`config.mk`:
```
export PLATFORM = sky130hd
export DESIGN_NAME = scratchmem_arb
export DESIGN_NICKNAME = d
export VERILOG_FILES = /design/src/rtl/fta_bus_pkg.sv /design/src/rtl/scratchmem_arb_pkg.sv /design/src/rtl/rr_arb2.sv /design/src/rtl/scratchmem_arb.sv
export SDC_FILE = /design/constraint.sdc
export NUM_CORES = 1
export LEC_CHECK = 0
export ABC_AREA = 1
export BUFFER_PORTS_ARGS = -buffer_cell sky130_fd_sc_hd__buf_4
export CORE_AREA = 2 2 398 400
export DETAILED_ROUTE_END_ITERATION = 10
export DIE_AREA = 0 0 400 402
export GPL_TIMING_DRIVEN = 1
export HOLD_SLACK_MARGIN = 0.06
export PLACE_DENSITY_LB_ADDON = 0.25
export SLEW_MARGIN = 20
export SYNTH_ARGS = -nofsm -noshare
export SYNTH_HDL_FRONTEND = slang
export SYNTH_SLANG_ARGS = --single-unit
```
`constraint.sdc`:
```
create_clock -name clk_i -period 4.5 [get_ports clk_i]
set_input_delay 0.225 -clock clk_i [delete_from_list [all_inputs] [get_ports clk_i]]
set_output_delay 0.225 -clock clk_i [all_outputs]
set_load 0.01 [all_outputs]
```
`src/rtl/fta_bus_pkg.sv`:
```
// Shared bus-level types and cycle-type encodings for the FTA request/response fabric.
package fta_bus_pkg;

  typedef logic [7:0] fta_tranid_t;

  localparam logic [2:0] CTI_CLASSIC = 3'b000;
  localparam logic [2:0] CTI_FIXED   = 3'b001;
  localparam logic [2:0] CTI_INCR    = 3'b010;
  localparam logic [2:0] CTI_ERC     = 3'b011;

endpackage

```
`src/rtl/scratchmem_arb_pkg.sv`:
```
// Local types and helper functions for the two-requester scratch-memory arbiter.
package scratchmem_arb_pkg;
  import fta_bus_pkg::*;

  localparam int unsigned BEAT_SHIFT = 4;

  typedef struct packed {
    logic        we;
    logic [2:0]  cti;
    logic [5:0]  blen;
    logic [15:0] sel;
    logic [31:0] adr;
    logic [127:0] dat;
    fta_tranid_t tid;
    logic [3:0]  cid;
  } sreq_t;

  function automatic logic is_single(input logic [2:0] cti);
    return (cti == CTI_CLASSIC) || (cti == CTI_ERC);
  endfunction

  // Reads always come back with an ack; writes only when the requester asked for one.
  function automatic logic needs_ack(input logic we, input logic [2:0] cti);
    return (!we) || (cti == CTI_ERC);
  endfunction

  function automatic logic credit_ok(input logic [6:0] cnt, input logic [5:0] blen,
                                     input logic single, input logic [6:0] max_out);
    logic [7:0] need;
    if (single) begin
      need = {1'b0, cnt} + 8'd1;
    end else begin
      need = {1'b0, cnt} + {2'b00, blen} + 8'd1;
    end
    return need <= {1'b0, max_out};
  endfunction

endpackage

```
`src/rtl/rr_arb2.sv`:
```
// Two-way round-robin grant; the winner of a committed grant hands priority to the other side.
module rr_arb2 (
  input  logic       clk_i,
  input  logic       rst_ni,
  input  logic [1:0] req_i,
  input  logic       advance_i,
  output logic [1:0] gnt_o
);

  logic prio_q, prio_d;

  // Grant selection: priority holder wins a tie, a lone requester always wins.
  always_comb begin
    gnt_o = 2'b00;
    if (req_i[0] && (!prio_q || !req_i[1])) begin
      gnt_o = 2'b01;
    end else if (req_i[1]) begin
      gnt_o = 2'b10;
    end else begin
      gnt_o = 2'b00;
    end
  end

  // Priority rotation after a committed grant.
  always_comb begin
    prio_d = prio_q;
    if (advance_i && gnt_o[0]) begin
      prio_d = 1'b1;
    end else if (advance_i && gnt_o[1]) begin
      prio_d = 1'b0;
    end else begin
      prio_d = prio_q;
    end
  end

  // Priority register.
  always_ff @(posedge clk_i or negedge rst_ni) begin
    if (!rst_ni) begin
      prio_q <= 1'b0;
    end else begin
      prio_q <= prio_d;
    end
  end

endmodule

```
`src/rtl/scratchmem_arb.sv`:
```
// Two-requester arbiter in front of a scratch memory: credit-limited round-robin
// beat/burst issue on the request side and cid-based routing on the response side.
module scratchmem_arb
  import fta_bus_pkg::*;
  import scratchmem_arb_pkg::*;
#(
  parameter logic [6:0] MAX_OUT  = 7'd64,
  parameter logic [3:0] CID_BASE = 4'd2
) (
  input  logic                clk_i,
  input  logic                rst_ni,
  input  logic [1:0]          m_cyc_i,
  input  logic [1:0]          m_stb_i,
  input  logic [1:0]          m_we_i,
  input  logic [1:0][2:0]     m_cti_i,
  input  logic [1:0][5:0]     m_blen_i,
  input  logic [1:0][15:0]    m_sel_i,
  input  logic [1:0][31:0]    m_adr_i,
  input  logic [1:0][127:0]   m_dat_i,
  input  fta_tranid_t [1:0]   m_tid_i,
  output logic [1:0]          m_next_o,
  output logic [1:0]          m_ack_o,
  output logic [1:0][127:0]   m_dat_o,
  output fta_tranid_t [1:0]   m_tid_o,
  output logic                s_cyc_o,
  output logic                s_stb_o,
  output logic                s_we_o,
  output logic [2:0]          s_cti_o,
  output logic [5:0]          s_blen_o,
  output logic [15:0]         s_sel_o,
  output logic [31:0]         s_adr_o,
  output logic [127:0]        s_dat_o,
  output fta_tranid_t         s_tid_o,
  output logic [3:0]          s_cid_o,
  input  logic                s_ack_i,
  input  logic [127:0]        s_dat_i,
  input  fta_tranid_t         s_tid_i,
  input  logic [3:0]          s_cid_i
);

  typedef enum logic [0:0] {
    IDLE  = 1'b0,
    BURST = 1'b1
  } state_e;

  state_e            state_q, state_d;
  logic              owner_q, owner_d;
  logic [5:0]        beat_q, beat_d;
  logic [5:0]        blen_q, blen_d;
  logic [31:0]       base_q, base_d;
  logic [1:0][6:0]   cnt_q, cnt_d;
  logic              s_vld_q;
  sreq_t             s_req_q, s_req_d;
  logic [1:0]        m_ack_q;
  logic [1:0][127:0] m_dat_q;
  fta_tranid_t [1:0] m_tid_q;

  logic [1:0]        elig_s;
  logic [1:0]        gnt_s;
  logic [1:0]        accept_s;
  logic [1:0]        inc_s;
  logic [1:0]        dec_s;
  logic              sel_s;
  logic [31:0]       issue_adr_s;
  logic              ack_hit_s;

  // Per-requester eligibility: a live request whose whole transfer fits the credit window.
  always_comb begin
    elig_s = 2'b00;
    for (int i = 0; i < 2; i++) begin
      elig_s[i] = m_cyc_i[i] & m_stb_i[i] &
                  credit_ok(cnt_q[i], m_blen_i[i], is_single(m_cti_i[i]), MAX_OUT);
    end
  end

  rr_arb2 u_rr_arb2 (
    .clk_i     (clk_i),
    .rst_ni    (rst_ni),
    .req_i     (elig_s & {2{state_q == IDLE}}),
    .advance_i (state_q == IDLE),
    .gnt_o     (gnt_s)
  );

  // Issue FSM: one beat per cycle in IDLE, then the held grant streams the rest of a burst.
  always_comb begin
    state_d     = state_q;
    owner_d     = owner_q;
    beat_d      = beat_q;
    blen_d      = blen_q;
    base_d      = base_q;
    accept_s    = 2'b00;
    sel_s       = 1'b0;
    issue_adr_s = 32'd0;
    case (state_q)
      IDLE: begin
        if (gnt_s != 2'b00) begin
          sel_s       = gnt_s[1];
          accept_s    = gnt_s;
          issue_adr_s = m_adr_i[gnt_s[1]];
          if (!is_single(m_cti_i[gnt_s[1]]) && (m_blen_i[gnt_s[1]] != 6'd0)) begin
            state_d = BURST;
            owner_d = gnt_s[1];
            beat_d  = 6'd1;
            blen_d  = m_blen_i[gnt_s[1]];
            base_d  = m_adr_i[gnt_s[1]];
          end else begin
            state_d = IDLE;
          end
        end else begin
          state_d = IDLE;
        end
      end
      BURST: begin
        sel_s = owner_q;
        if (!m_cyc_i[owner_q]) begin
          state_d = IDLE;
        end else begin
          accept_s    = owner_q ? 2'b10 : 2'b01;
          issue_adr_s = base_q + {22'd0, beat_q, 4'd0};
          if (beat_q == blen_q) begin
            state_d = IDLE;
          end else begin
            beat_d = beat_q + 6'd1;
          end
        end
      end
      default: begin
        state_d = IDLE;
      end
    endcase
  end

  // Next request word presented to memory the cycle after acceptance.
  always_comb begin
    s_req_d = '0;
    if (|accept_s) begin
      s_req_d.we   = m_we_i[sel_s];
      s_req_d.cti  = m_cti_i[sel_s];
      s_req_d.blen = m_blen_i[sel_s];
      s_req_d.sel  = m_sel_i[sel_s];
      s_req_d.adr  = issue_adr_s;
      s_req_d.dat  = m_dat_i[sel_s];
      s_req_d.tid  = m_tid_i[sel_s];
      s_req_d.cid  = {CID_BASE[3:1], sel_s};
    end else begin
      s_req_d = '0;
    end
  end

  // Outstanding-ack bookkeeping; a stray ack on an empty counter leaves it at zero.
  always_comb begin
    ack_hit_s = s_ack_i && (s_cid_i[3:1] == CID_BASE[3:1]);
    dec_s     = ack_hit_s ? (s_cid_i[0] ? 2'b10 : 2'b01) : 2'b00;
    inc_s     = 2'b00;
    cnt_d     = cnt_q;
    for (int i = 0; i < 2; i++) begin
      inc_s[i] = accept_s[i] & needs_ack(m_we_i[i], m_cti_i[i]);
      if (inc_s[i] && !dec_s[i]) begin
        cnt_d[i] = cnt_q[i] + 7'd1;
      end else if (!inc_s[i] && dec_s[i] && (cnt_q[i] != 7'd0)) begin
        cnt_d[i] = cnt_q[i] - 7'd1;
      end else begin
        cnt_d[i] = cnt_q[i];
      end
    end
  end

  // Control state and credit counters.
  always_ff @(posedge clk_i or negedge rst_ni) begin
    if (!rst_ni) begin
      state_q <= IDLE;
      owner_q <= 1'b0;
      beat_q  <= 6'd0;
      blen_q  <= 6'd0;
      base_q  <= 32'd0;
      cnt_q   <= '0;
    end else begin
      state_q <= state_d;
      owner_q <= owner_d;
      beat_q  <= beat_d;
      blen_q  <= blen_d;
      base_q  <= base_d;
      cnt_q   <= cnt_d;
    end
  end

  // Registered request and response outputs.
  always_ff @(posedge clk_i or negedge rst_ni) begin
    if (!rst_ni) begin
      s_vld_q <= 1'b0;
      s_req_q <= '0;
      m_ack_q <= 2'b00;
      m_dat_q <= '0;
      m_tid_q <= '0;
    end else begin
      s_vld_q <= |accept_s;
      s_req_q <= s_req_d;
      m_ack_q <= dec_s;
      for (int i = 0; i < 2; i++) begin
        m_dat_q[i] <= dec_s[i] ? s_dat_i : 128'd0;
        m_tid_q[i] <= dec_s[i] ? s_tid_i : fta_tranid_t'(8'd0);
      end
    end
  end

  // The accept pulse is combinational, so it is forced low while reset is asserted.
  assign m_next_o = accept_s & {2{rst_ni}};
  assign m_ack_o  = m_ack_q;
  assign m_dat_o  = m_dat_q;
  assign m_tid_o  = m_tid_q;
  assign s_cyc_o  = s_vld_q;
  assign s_stb_o  = s_vld_q;
  assign s_we_o   = s_req_q.we;
  assign s_cti_o  = s_req_q.cti;
  assign s_blen_o = s_req_q.blen;
  assign s_sel_o  = s_req_q.sel;
  assign s_adr_o  = s_req_q.adr;
  assign s_dat_o  = s_req_q.dat;
  assign s_tid_o  = s_req_q.tid;
  assign s_cid_o  = s_req_q.cid;

endmodule

```
==> summary.txt, run 1 <==
Initial DRT Pass Iterations = 5
Rows = 146
Residual DRC = 0
Routability Congestion = 0.832
clk buf depth = 3
Worst setup SP type = register
Final Max Tran Viols = 0
post-DP HPWL = 80,500 um
Area growth syn-to-layout = 85.3%
Post-synth ARST share = 100%
syn_area_per_cell = 9.38 um2
global route total overflow = 0
Final Hold Fails = 0
CP Buf/Inv Count = 4
prevailing post-synth register cell = dfrtp_1
PortBufs = 1,008
Post-synth EDFFs = 0
CP peak stage delay = 700 ps
Max Cap Violations = 0
clk sinks = 531
Worst EP arrival = 4720 ps
fin cells = 5,938
htree depth = 3
Core Area = 157,000 um2
Die Y = 402 um
Boundary Pins = 1,011
Max VDD drop = 0.000283 V
Routed Antenna Nets = 0
Yosys reg bits = 531
Slew HR = 32.1%
dpl cells = 5,277
Synth Instances = 2,257
Fmax achieved = 0.239 GHz
Die Wd = 400 um
clock latency on the worst-skew pair = 660 ps
drt initial violations = 848
vias = 21,350
Inserted Diodes = 0
leakage = 20.7 nW
RSZ-0062 raised after global routing = no
yosys warns = 0
sequential cell area fraction in the yosys report = 62.7%
Clk pin slew, worst setup/hold paths = 60 ps
GRT Util Overall = 12.5%
Setup Skew = 32.4 ps
Filler Cells Inserted = 17,066
CTS tree = yes
initial antenna violation count = 5
initial core utilization = 13.5%
vias in the first global route = 22,210
worst hold-check path type = input pin to register
Tcrit/Tclk final = 92.9%
WL/cell = 17.6 um
CP top delay family = buffers and inverters
most frequent CP cell = nand2_1
slowest CP cell = dlygate4sd3_1
Worst Max-Slew Pin Slew = 1020 ps
final setup vio count = 0
share of cells above drive strength 1 = 30.8%
critical path class = register to register
CP required = 5040 ps
DRT Wirelength = 105,000 um
crit-path cells = inv_1, ha_1, fa_1, inv_1, nand2_1, a21oi_1, nand3_1, nor2_1, nand2_1, nand2_1, nand2_1, nand2_1, nand2_1, o21ai_4, buf_4, mux2i_1, dlygate4sd3_1, o21ai_1
Setup crit end kind = register
die area = 161,000 um2
TritonCTS Buffers = 69
first-pass GRT wire length = 148,000 um
power density over the cells = 537 nW/um2
Final nets = 4,380
Tmin final = 4180 ps
setup TNS = 0 ps
Critical Path Fanout Max = 23
number of library cell types mapped by synthesis = 48
run status = complete, no violations
synthesized area = 21,200 um2
Root Driver = clkbuf_16
vias per inst = 3.60
largest net degree at the start of global routing = 155
## report_power, final
group / total (mW) / internal [mW] / switching [mW]
Clock: 5.92 / 3.56 / 2.37
Combinational: 8.55 / 3.95 / 4.59
Sequential: 6.62 / 5.87 / 0.750
Total: 21.1 / 13.4 / 7.71
## cells by family after synthesis
family,after synthesis,share of synthesized area [%]
AOI/OAI and AO/OA,322,8.08
adders and majority gates,34,2.15
other,1,0.0177
DFF,531,62.7
and+or+nand+nor,965,18.1
muxes,35,1.66
buffers and inverters,353,6.61
xor gates and xnor gates,16,0.662
## what timing repair did
item / 4_1_cts / 5_1_grt
setup endpoints to repair: 0 / 145
resized for setup: 0 / 5
buffers inserted: 0 / 2
hold endpoints to repair: 564 / 0
hold buffers: 532 / 0
## cell usage after synthesis, drive strengths merged (2+ instances only)
master,number,share of area [%]
a31oi,3,0.089
nand3,58,1.4
nor4,4,0.12
nor3,14,0.33
xor2,13,0.54
nor2,336,6.0
o22ai,10,0.30
fa,4,0.38
buf,40,1.0
o21bai,2,0.071
nand4,22,0.65
xnor2,3,0.12
o211ai,2,0.095
inv,241,4.3
o41ai,2,0.083
clkbuf,72,1.3
a21oi,190,4.5
mux2i,34,1.6
or2,9,0.27
o21a,5,0.18
o32ai,2,0.083
a211oi,2,0.071
a21boi,4,0.14
dfrtp,531,63
nand3b,5,0.18
o21ai,97,2.3
ha,30,1.8
nand2,514,9.1
## flip-flops by register name, indices dropped and copies added (netlist names), 3 cells and up
| name | flops |
|---|---|
| s_tid_o | 8 |
| cnt_q | 14 |
| s_sel_o | 16 |
| s_cti_o | 3 |
| m_dat_o | 256 |
| base_q | 32 |
| s_blen_o | 6 |
| m_tid_o | 16 |
| blen_q | 6 |
| s_adr_o | 32 |
| s_dat_o | 128 |
| beat_q | 6 |
## worst register-to-register path, delay by kind of cell, from the launching register on
kind / cells / cell delay [ps]
AO/OA/AOI/OAI: 3 / 490
adder cells (fa/ha/maj): 2 / 650
buffers and inverters: 4 / 1340
flip-flops: 1 / 410
multiplexers: 1 / 620
AND/OR/NAND/NOR: 8 / 570
## placed cells by master, fill, tap and decap left out, types with 8 or more instances in the layout
cell type / n
ha_1: 30
buf_12: 11
inv_1: 237
xor2_1: 13
nand4_1: 22
clkbuf_8: 13
or2_2: 8
dfrtp_1: 530
dlygate4sd3_1: 532
nand2_1: 512
nor2_1: 335
nor3_1: 14
nand3_1: 57
clkbuf_1: 20
buf_4: 1048
clkbuf_16: 70
o22ai_1: 10
o21ai_0: 92
bufinv_16: 8
mux2i_1: 34
a21oi_1: 188
## per-layer routing
metal	GRT usage (%)	routed length, um	up-vias
met4	6.18	5360	2
met3	3.68	7530	180
met2	20.9	50100	783
met1	14.6	41600	10213
li1	-	-	10172
met5	0	7	-
## metrics by stage
step | setup WS [ps] | hold slack, ps | instance area [um2] | utilization, % | power (mW)
2_1_floorplan | 763 | -70.6 | 21200 | - | 9.90
3_3_place_gp | 329 | 285 | 31400 | 20.0 | 14.0
3_5_place_dp | 335 | 283 | 31400 | 20.0 | 14.0
4_1_cts | 146 | 60.7 | 39200 | 24.9 | 21.4
5_1_grt | 14.1 | 122 | 39200 | 25.0 | 22.5
6_report | 319 | 118 | 39200 | 25.0 | 21.1
## path summary, 6_finish.rpt
check | slack [ps] | endpoint | from | depth (start not counted)
hold reg to reg | 490 | base_q[3] | base_q[3] | 2
min in group asynchronous | 190 | m_dat_o[129] | rst_ni | 2
setup / recovery | 320 | base_q[31] | cnt_q[0] | 18
setup reg to reg | 320 | base_q[31] | cnt_q[0] | 18
max in group asynchronous | 2890 | s_dat_o[32] | rst_ni | 3
hold / removal | 120 | s_cid_o[0] | m_cyc_i[1] | 5
## cell type report
class | count | area [um2] | share of cell area [%]
Clock buffer | 102 | 1980 | 5.05
Clock inverter | 24 | 450 | 1.15
Inverter | 241 | 915 | 2.33
Multi-Input combinational cell | 1374 | 6530 | 16.6
Sequential cell | 531 | 13300 | 33.9
Tap cell | 2072 | 2590 | 6.61
Timing Repair Buffer | 1594 | 13500 | 34.4
Power figures use the tool's default switching activity.
==> run 2: changes to the inputs <==
==> constraint.sdc (replaced) <==
create_clock -name clk_i -period 4.5 [get_ports clk_i]
set_input_delay 0.45 -clock clk_i [delete_from_list [all_inputs] [get_ports clk_i]]
set_output_delay 0.45 -clock clk_i [all_outputs]
set_load 0.01 [all_outputs]
==> run 2 against run 1 <==
Critical path depth increased by 3. Die area unchanged. Clock-buffer cell count decreased by 7. Non-clock buffer count decreased by 85. Sequential cell count unchanged. Wire length decreased by 1.0%. Clock power decreased by 4.6%. Clock skew increased by 12 ps. Global-route usage decreased by 0.068 points. Core utilization decreased by 0.64 points. Sequential share of layout area increased by 0.89 points. Cell area decreased by 2.6%.
==> summary.txt, run 2 (synthesis gave the netlist of run 1 again) <==
clk buf depth = 3 (unchanged)
Die Y = 402 um (unchanged)
Core Area = 157,000 um2 (unchanged)
initial core utilization = 13.5% (unchanged)
most frequent cells in the layout = buf_4 (1,052), dfrtp_1 (531), nand2_1 (513), dlygate4sd3_1 (444), nor2_1 (335) (was buf_4 (1,048), dlygate4sd3_1 (532), dfrtp_1 (530), nand2_1 (512), nor2_1 (335))
GRT Util Overall = 12.5% (about the same)
Rows = 146 (unchanged)
critical path class = register to register (unchanged)
Worst setup SP type = register (unchanged)
Max VDD drop = 0.000302 V (was 0.000283 V)
hold slack = 139 ps (was 118 ps)
Setup Skew = 44.0 ps (was 32.4 ps)
clock latency on the worst-skew pair = 660 ps (about the same)
Fmax achieved = 0.242 GHz (was 0.239 GHz)
Slew HR = 32.3% (was 32.1%)
share of cells above drive strength 1 = 31.6% (was 30.8%)
post-DP HPWL = 80,400 um (was 80,500 um)
die area = 161,000 um2 (unchanged)
Max Cap Violations = 0 (unchanged)
Die Wd = 400 um (unchanged)
htree depth = 3 (unchanged)
drt initial violations = 836 (was 848)
Area growth syn-to-layout = 80.5% (was 85.3%)
initial antenna violation count = 5 (unchanged)
r2r setup slk = 370 ps (was 320 ps)
Residual DRC = 0 (unchanged)
Pwr Total = 20.5 mW (was 21.1 mW)
Final Hold Fails = 0 (unchanged)
final setup vio count = 0 (unchanged)
Initial DRT Pass Iterations = 5 (unchanged)
vias in the first global route = 21,902 (was 22,210)
Setup crit end kind = register (unchanged)
power density over the cells = 537 nW/um2 (about the same)
CP peak stage delay = 600 ps (was 700 ps)
run status = complete, no violations (unchanged)
RR Endpoint = s_dat_o[27] (was base_q[31])
fin cells = 5,849 (was 5,938)
dpl cell area = 31,400 um2 (about the same)
global route total overflow = 0 (unchanged)
Root Driver = clkbuf_16 (unchanged)
RSZ-0062 raised after global routing = no (unchanged)
Final Cell Area = 38,200 um2 (was 39,200 um2)
slowest CP cell = dlygate4sd3_1 (unchanged)
flip-flop count of the largest register after layout = 256 (unchanged)
origin of the critical flop-to-flop path = cnt_q[0] (unchanged)
worst hold-check path type = input pin to register (unchanged)
first-pass GRT wire length = 147,000 um (was 148,000 um)
vias = 20,891 (was 21,350)
FF-to-FF path depth = 21 (was 18)
Tcrit/Tclk final = 91.8% (was 92.9%)
Final Max Tran Viols = 0 (unchanged)
TritonCTS Buffers = 68 (was 69)
WL/cell = 17.7 um (was 17.6 um)
crit-path cells = inv_1, ha_1, fa_1, inv_1, nand2_1, a21oi_1, nand3_1, nor2_1, nand2_1, nand2_1, nand2_1, nand2_1, nand2_1, o21ai_4, a21oi_1, buf_4, nor2_4, buf_12, buf_12, a21oi_1, dlygate4sd3_1 (was inv_1, ha_1, fa_1, inv_1, nand2_1, a21oi_1, nand3_1, nor2_1, nand2_1, nand2_1, nand2_1, nand2_1, nand2_1, o21ai_4, buf_4, mux2i_1, dlygate4sd3_1, o21ai_1)
Routed Antenna Nets = 0 (unchanged)
setup TNS = 0 ps (unchanged)
dpl cells = 5,280 (was 5,277)
CP required = 5020 ps (was 5040 ps)
PortBufs = 1,008 (unchanged)
CTS tree = yes (unchanged)
Tmin final = 4130 ps (was 4180 ps)
pre-CTS setup slack = 284 ps (was 335 ps)
Hold Path Sink = s_dat_o[70] (was s_cid_o[0])
Final WS setup = 369 ps (was 319 ps)
DRT Wirelength = 104,000 um (was 105,000 um)
commonest non-fill, non-tap cell in the layout = buf_4 (unchanged)
clk sinks = 531 (unchanged)
most frequent CP cell = nand2_1 (unchanged)
Worst EP arrival = 4650 ps (was 4720 ps)
Routability Congestion = 0.834 (was 0.832)
Final Util = 24.3% (was 25.0%)
Inserted Diodes = 0 (unchanged)
leakage = 20.3 nW (was 20.7 nW)
Boundary Pins = 1,011 (unchanged)
HP Start = m_dat_i[70] (was m_cyc_i[1])
vias per inst = 3.57 (was 3.60)
Worst Max-Slew Pin Slew = 1020 ps (about the same)
WHS Path Cells = 3 (was 5)
Critical Path Fanout Max = 66 (was 23)
largest net degree at the start of global routing = 156 (was 155)
Final nets = 4,294 (was 4,380)
Clk pin slew, worst setup/hold paths = 60 ps (about the same)
[run 2: cell count changes in the layout (fill, tap and decap cells not counted), sizes merged]
cell / delta
clkinv: +8
dlygate4sd3: -88
clkbuf: -8
buf: +4
inv: +1
clkinvlp: -2
bufinv: -4
[run 2: critical path: cells and delay by family, from the launching register on]
kind                       cells  cell delay [ps]
DFF                            1              430
AOI/OAI and AO/OA              4              580
adders and majority gates      2              660
buffers and inverters          6             1520
and+or+nand+nor                9              680
[run 2: power breakdown]
part	leakage, nW	switching [mW]	internal [mW]
clock network	1.13	2.36	3.30
registers	7.17	0.733	5.87
logic	12.0	4.54	3.72
total	20.3	7.63	12.9
[run 2: layout make-up]
cell class	instances	area, um2
Clock buffer	95	1940
Clock inverter	27	374
Fill cell	17217	119000
Inverter	241	915
Multi-Input combinational cell	1374	6530
Sequential cell	531	13300
Tap cell	2072	2590
Timing Repair Buffer	1509	12600
[run 2: worst max-delay path by stage]
stage | from | to | slack, ps | depth (start not counted)
after global routing | cnt_q[0] | cnt_q[5] | 20 | 27
after global placement | m_blen_i[6] | cnt_q[6] | 280 | 25
after CTS | cnt_q[0] | s_dat_o[75] | 120 | 21
final | cnt_q[0] | s_dat_o[27] | 370 | 21
after floorplan | cnt_q[0] | cnt_q[6] | 760 | 25
after detailed placement | m_blen_i[6] | cnt_q[6] | 280 | 25
[run 2: what timing repair did]
action | in CTS | in global routing
endpoints found under the hold margin | 491 | 0
setup buffers | 0 | 3
hold buffers | 444 | 0
resized for setup | 0 | 1
endpoints found under the setup margin | 0 | 94
[run 2: routing by layer]
metal | vias to the layer above | GRT usage, % | wire length (um) | share of wire (%)
li1 | 9990 | - | - | -
met1 | 9926 | 14.4 | 41000 | 40
met2 | 810 | 21.0 | 49500 | 48
met3 | 165 | 3.34 | 7840 | 7.6
met4 | 0 | 6.35 | 5140 | 5.0
met5 | - | 0 | 0 | 0
==> run 3: changes to the inputs <==
--- a/config.mk
+++ b/config.mk
@@ -7,9 +7,9 @@
 export LEC_CHECK = 0
 export ABC_AREA = 1
 export BUFFER_PORTS_ARGS = -buffer_cell sky130_fd_sc_hd__buf_4
-export CORE_AREA = 2 2 398 400
+export CORE_AREA = 2 2 397 399
 export DETAILED_ROUTE_END_ITERATION = 10
-export DIE_AREA = 0 0 400 402
+export DIE_AREA = 0 0 399 401
 export GPL_TIMING_DRIVEN = 1
 export HOLD_SLACK_MARGIN = 0.06
 export PLACE_DENSITY_LB_ADDON = 0.25
@@ -17,3 +17,4 @@
 export SYNTH_ARGS = -nofsm -noshare
 export SYNTH_HDL_FRONTEND = slang
 export SYNTH_SLANG_ARGS = --single-unit
+export TNS_END_PERCENT = 10
==> constraint.sdc (replaced) <==
create_clock -name clk_i -period 3.76 [get_ports clk_i]
set_input_delay 0.376 -clock clk_i [delete_from_list [all_inputs] [get_ports clk_i]]
set_output_delay 0.376 -clock clk_i [all_outputs]
set_load 0.01 [all_outputs]
==> run 3 against run 2 <==
Clock-buffer cell count rose by 1. Wire length rose by 6.6%. Fmax is 12% higher. Cell count up 2.2%. Sequential cell count did not move. Sequential power increased by 18%. Total power increased by 25%. Worst hold slack better by 18 ps. Clock power is 27% higher. Combinational power increased by 28%. Global-route usage rose by 0.50 points. Largest power group unchanged.
==> summary.txt, run 3 (synthesis gave the netlist of run 1 again) <==
Final Util = 25.6% (was 24.3%)
Worst setup SP type = register (unchanged)
Fmax achieved = 0.270 GHz (was 0.242 GHz)
Rows = 145 (was 146)
final setup vio count = 0 (unchanged)
CTS tree = yes (unchanged)
Initial DRT Pass Iterations = 7 (was 5)
Final WS setup = 56.7 ps (was 369 ps)
htree depth = 3 (unchanged)
vias in the first global route = 22,500 (was 21,902)
Worst EP arrival = 4240 ps (was 4650 ps)
Final Hold Fails = 0 (unchanged)
flip-flop count of the largest register after layout = 256 (unchanged)
Final nets = 4,435 (was 4,294)
initial core utilization = 13.6% (was 13.5%)
Die Wd = 399 um (was 400 um)
RSZ-0062 raised after global routing = yes (was no)
Area growth syn-to-layout = 88.2% (was 80.5%)
vias per inst = 3.62 (was 3.57)
most frequent cells in the layout = buf_4 (1,139), dfrtp_1 (530), nand2_1 (508), dlygate4sd3_1 (474), nor2_1 (331) (was buf_4 (1,052), dfrtp_1 (531), nand2_1 (513), dlygate4sd3_1 (444), nor2_1 (335))
commonest non-fill, non-tap cell in the layout = buf_4 (unchanged)
share of cells above drive strength 1 = 34.3% (was 31.6%)
Die Y = 401 um (was 402 um)
power density over the cells = 642 nW/um2 (was 537 nW/um2)
origin of the critical flop-to-flop path = cnt_q[0] (unchanged)
die area = 160,000 um2 (was 161,000 um2)
Worst Max-Slew Pin Slew = 965 ps (was 1020 ps)
Max Cap Violations = 0 (unchanged)
critical path class = register to register (unchanged)
Boundary Pins = 1,011 (unchanged)
PortBufs = 1,008 (unchanged)
Residual DRC = 0 (unchanged)
global route total overflow = 0 (unchanged)
CP required = 4300 ps (was 5020 ps)
slowest CP cell = dlygate4sd3_1 (unchanged)
Setup crit end kind = register (unchanged)
CP Buf/Inv Count = 8 (was 6)
Final Max Tran Viols = 0 (unchanged)
clk sinks = 531 (unchanged)
drt initial violations = 1,021 (was 836)
WL/cell = 18.5 um (was 17.7 um)
CP top delay family = buffers and inverters (unchanged)
Critical Path Fanout Max = 7 (was 66)
Core Area = 156,000 um2 (was 157,000 um2)
leakage = 20.8 nW (was 20.3 nW)
crit-path cells = buf_4, ha_1, or2_2, a21oi_1, nand2_1, nand3_2, nand4_1, inv_1, nand2_1, buf_4, o21ai_4, buf_6, a21oi_1, buf_4, nor2_4, buf_12, buf_6, a21oi_1, dlygate4sd3_1 (was inv_1, ha_1, fa_1, inv_1, nand2_1, a21oi_1, nand3_1, nor2_1, nand2_1, nand2_1, nand2_1, nand2_1, nand2_1, o21ai_4, a21oi_1, buf_4, nor2_4, buf_12, buf_12, a21oi_1, dlygate4sd3_1)
Clk pin slew, worst setup/hold paths = 60 ps (about the same)
Routed Antenna Nets = 0 (unchanged)
Max VDD drop = 0.000410 V (was 0.000302 V)
worst hold-check path type = input pin to register (unchanged)
r2r setup slk = 60 ps (was 370 ps)
run status = complete, no violations (unchanged)
TritonCTS Buffers = 71 (was 68)
Routability Congestion = 0.916 (was 0.834)
first-pass GRT wire length = 152,000 um (was 147,000 um)
vias = 21,616 (was 20,891)
largest net degree at the start of global routing = 132 (was 156)
pre-CTS setup slack = -165 ps (was 284 ps)
Root Driver = clkbuf_16 (unchanged)
Tmin final = 3700 ps (was 4130 ps)
post-DP HPWL = 82,700 um (was 80,400 um)
Slew HR = 35.6% (was 32.3%)
Tcrit/Tclk final = 98.5% (was 91.8%)
clk buf depth = 3 (unchanged)
Critical Path End = s_dat_o[15] (was s_dat_o[27])
RR Endpoint = s_dat_o[15] (was s_dat_o[27])
DRT Wirelength = 110,000 um (was 104,000 um)
dpl cells = 5,344 (was 5,280)
CP peak stage delay = 540 ps (was 600 ps)
HP Start = m_dat_i[22] (was m_dat_i[70])
hold slack = 157 ps (was 139 ps)
FF-to-FF path depth = 19 (was 21)
Pwr Total = 25.6 mW (was 20.5 mW)
fin cells = 5,978 (was 5,849)
initial antenna violation count = 3 (was 5)
Setup Skew = 56.1 ps (was 44.0 ps)
Levels on crit path = 19 (was 21)
GRT Util Overall = 13.0% (was 12.5%)
CP startpoint = cnt_q[0] (unchanged)
clock latency on the worst-skew pair = 660 ps (about the same)
run 3: cell count changes in the layout (fill, tap and decap cells not counted), sizes merged:
cell         delta
buf           +102
dlygate4sd3    +30
clkbuf          +6
bufinv          +3
clkinv          +1
diode           +1
inv             -1
o211ai          +1
run 3: layout make-up:
type	count	area (um2)
Multi-Input combinational cell	1375	6720
Fill cell	16782	116000
Inverter	241	920
Antenna cell	1	2.50
Clock inverter	30	477
Sequential cell	531	13300
Clock buffer	96	2000
Tap cell	2058	2570
Timing Repair Buffer	1646	13900
run 3: worst register-to-register path, cell delays in order (launching register included):
cell	delay [ps]
dfrtp_1	380
buf_4	160
ha_1	220
or2_2	300
a21oi_1	140
nand2_1	80
nand3_2	110
nand4_1	230
inv_1	110
nand2_1	70
buf_4	140
o21ai_4	180
buf_6	160
a21oi_1	70
buf_4	180
nor2_4	180
buf_12	170
buf_6	150
a21oi_1	40
dlygate4sd3_1	540
run 3: power by group:
part	leakage, nW	internal [mW]	total [mW]	switching (mW)
logic	12.5	4.64	10.6	5.99
clock network	1.21	4.27	7.16	2.89
registers	7.17	7.03	7.78	0.752
total	20.8	15.9	25.6	9.63
run 3: per-stage QoR:
step,area (um2),TNS [ps]
finish,39900,0
floorplan,21200,0
global route,39900,-10300
CTS,39300,0
detailed placement,32000,-467
global placement,32000,-376
run 3: what timing repair did:
action / in CTS / in global routing
buffers inserted: 2 / 23
hold endpoints to repair: 506 / 0
gates cloned: 0 / 8
setup endpoints to repair: 3 / 82
hold buffers: 474 / 0
pin swaps: 2 / 26
resized for setup: 10 / 62
run 3: routing by layer:
layer  global-route usage (%)  up-vias  share of wire, %
met5                        0        -                 0
met4                     6.11        0               4.7
met3                     3.58      170               6.9
met2                     22.4      833                49
met1                     14.7    10327                39
li1                         -    10286                 -
run 3: worst min path at each step:
stage          cells after the start            to
6_report                           4   s_dat_o[22]
5_1_grt                            4   s_dat_o[92]
4_1_cts                            4   s_dat_o[10]
3_5_place_dp                       1  m_dat_o[174]
3_3_place_gp                       1   m_dat_o[46]
2_1_floorplan                      0     base_q[0]
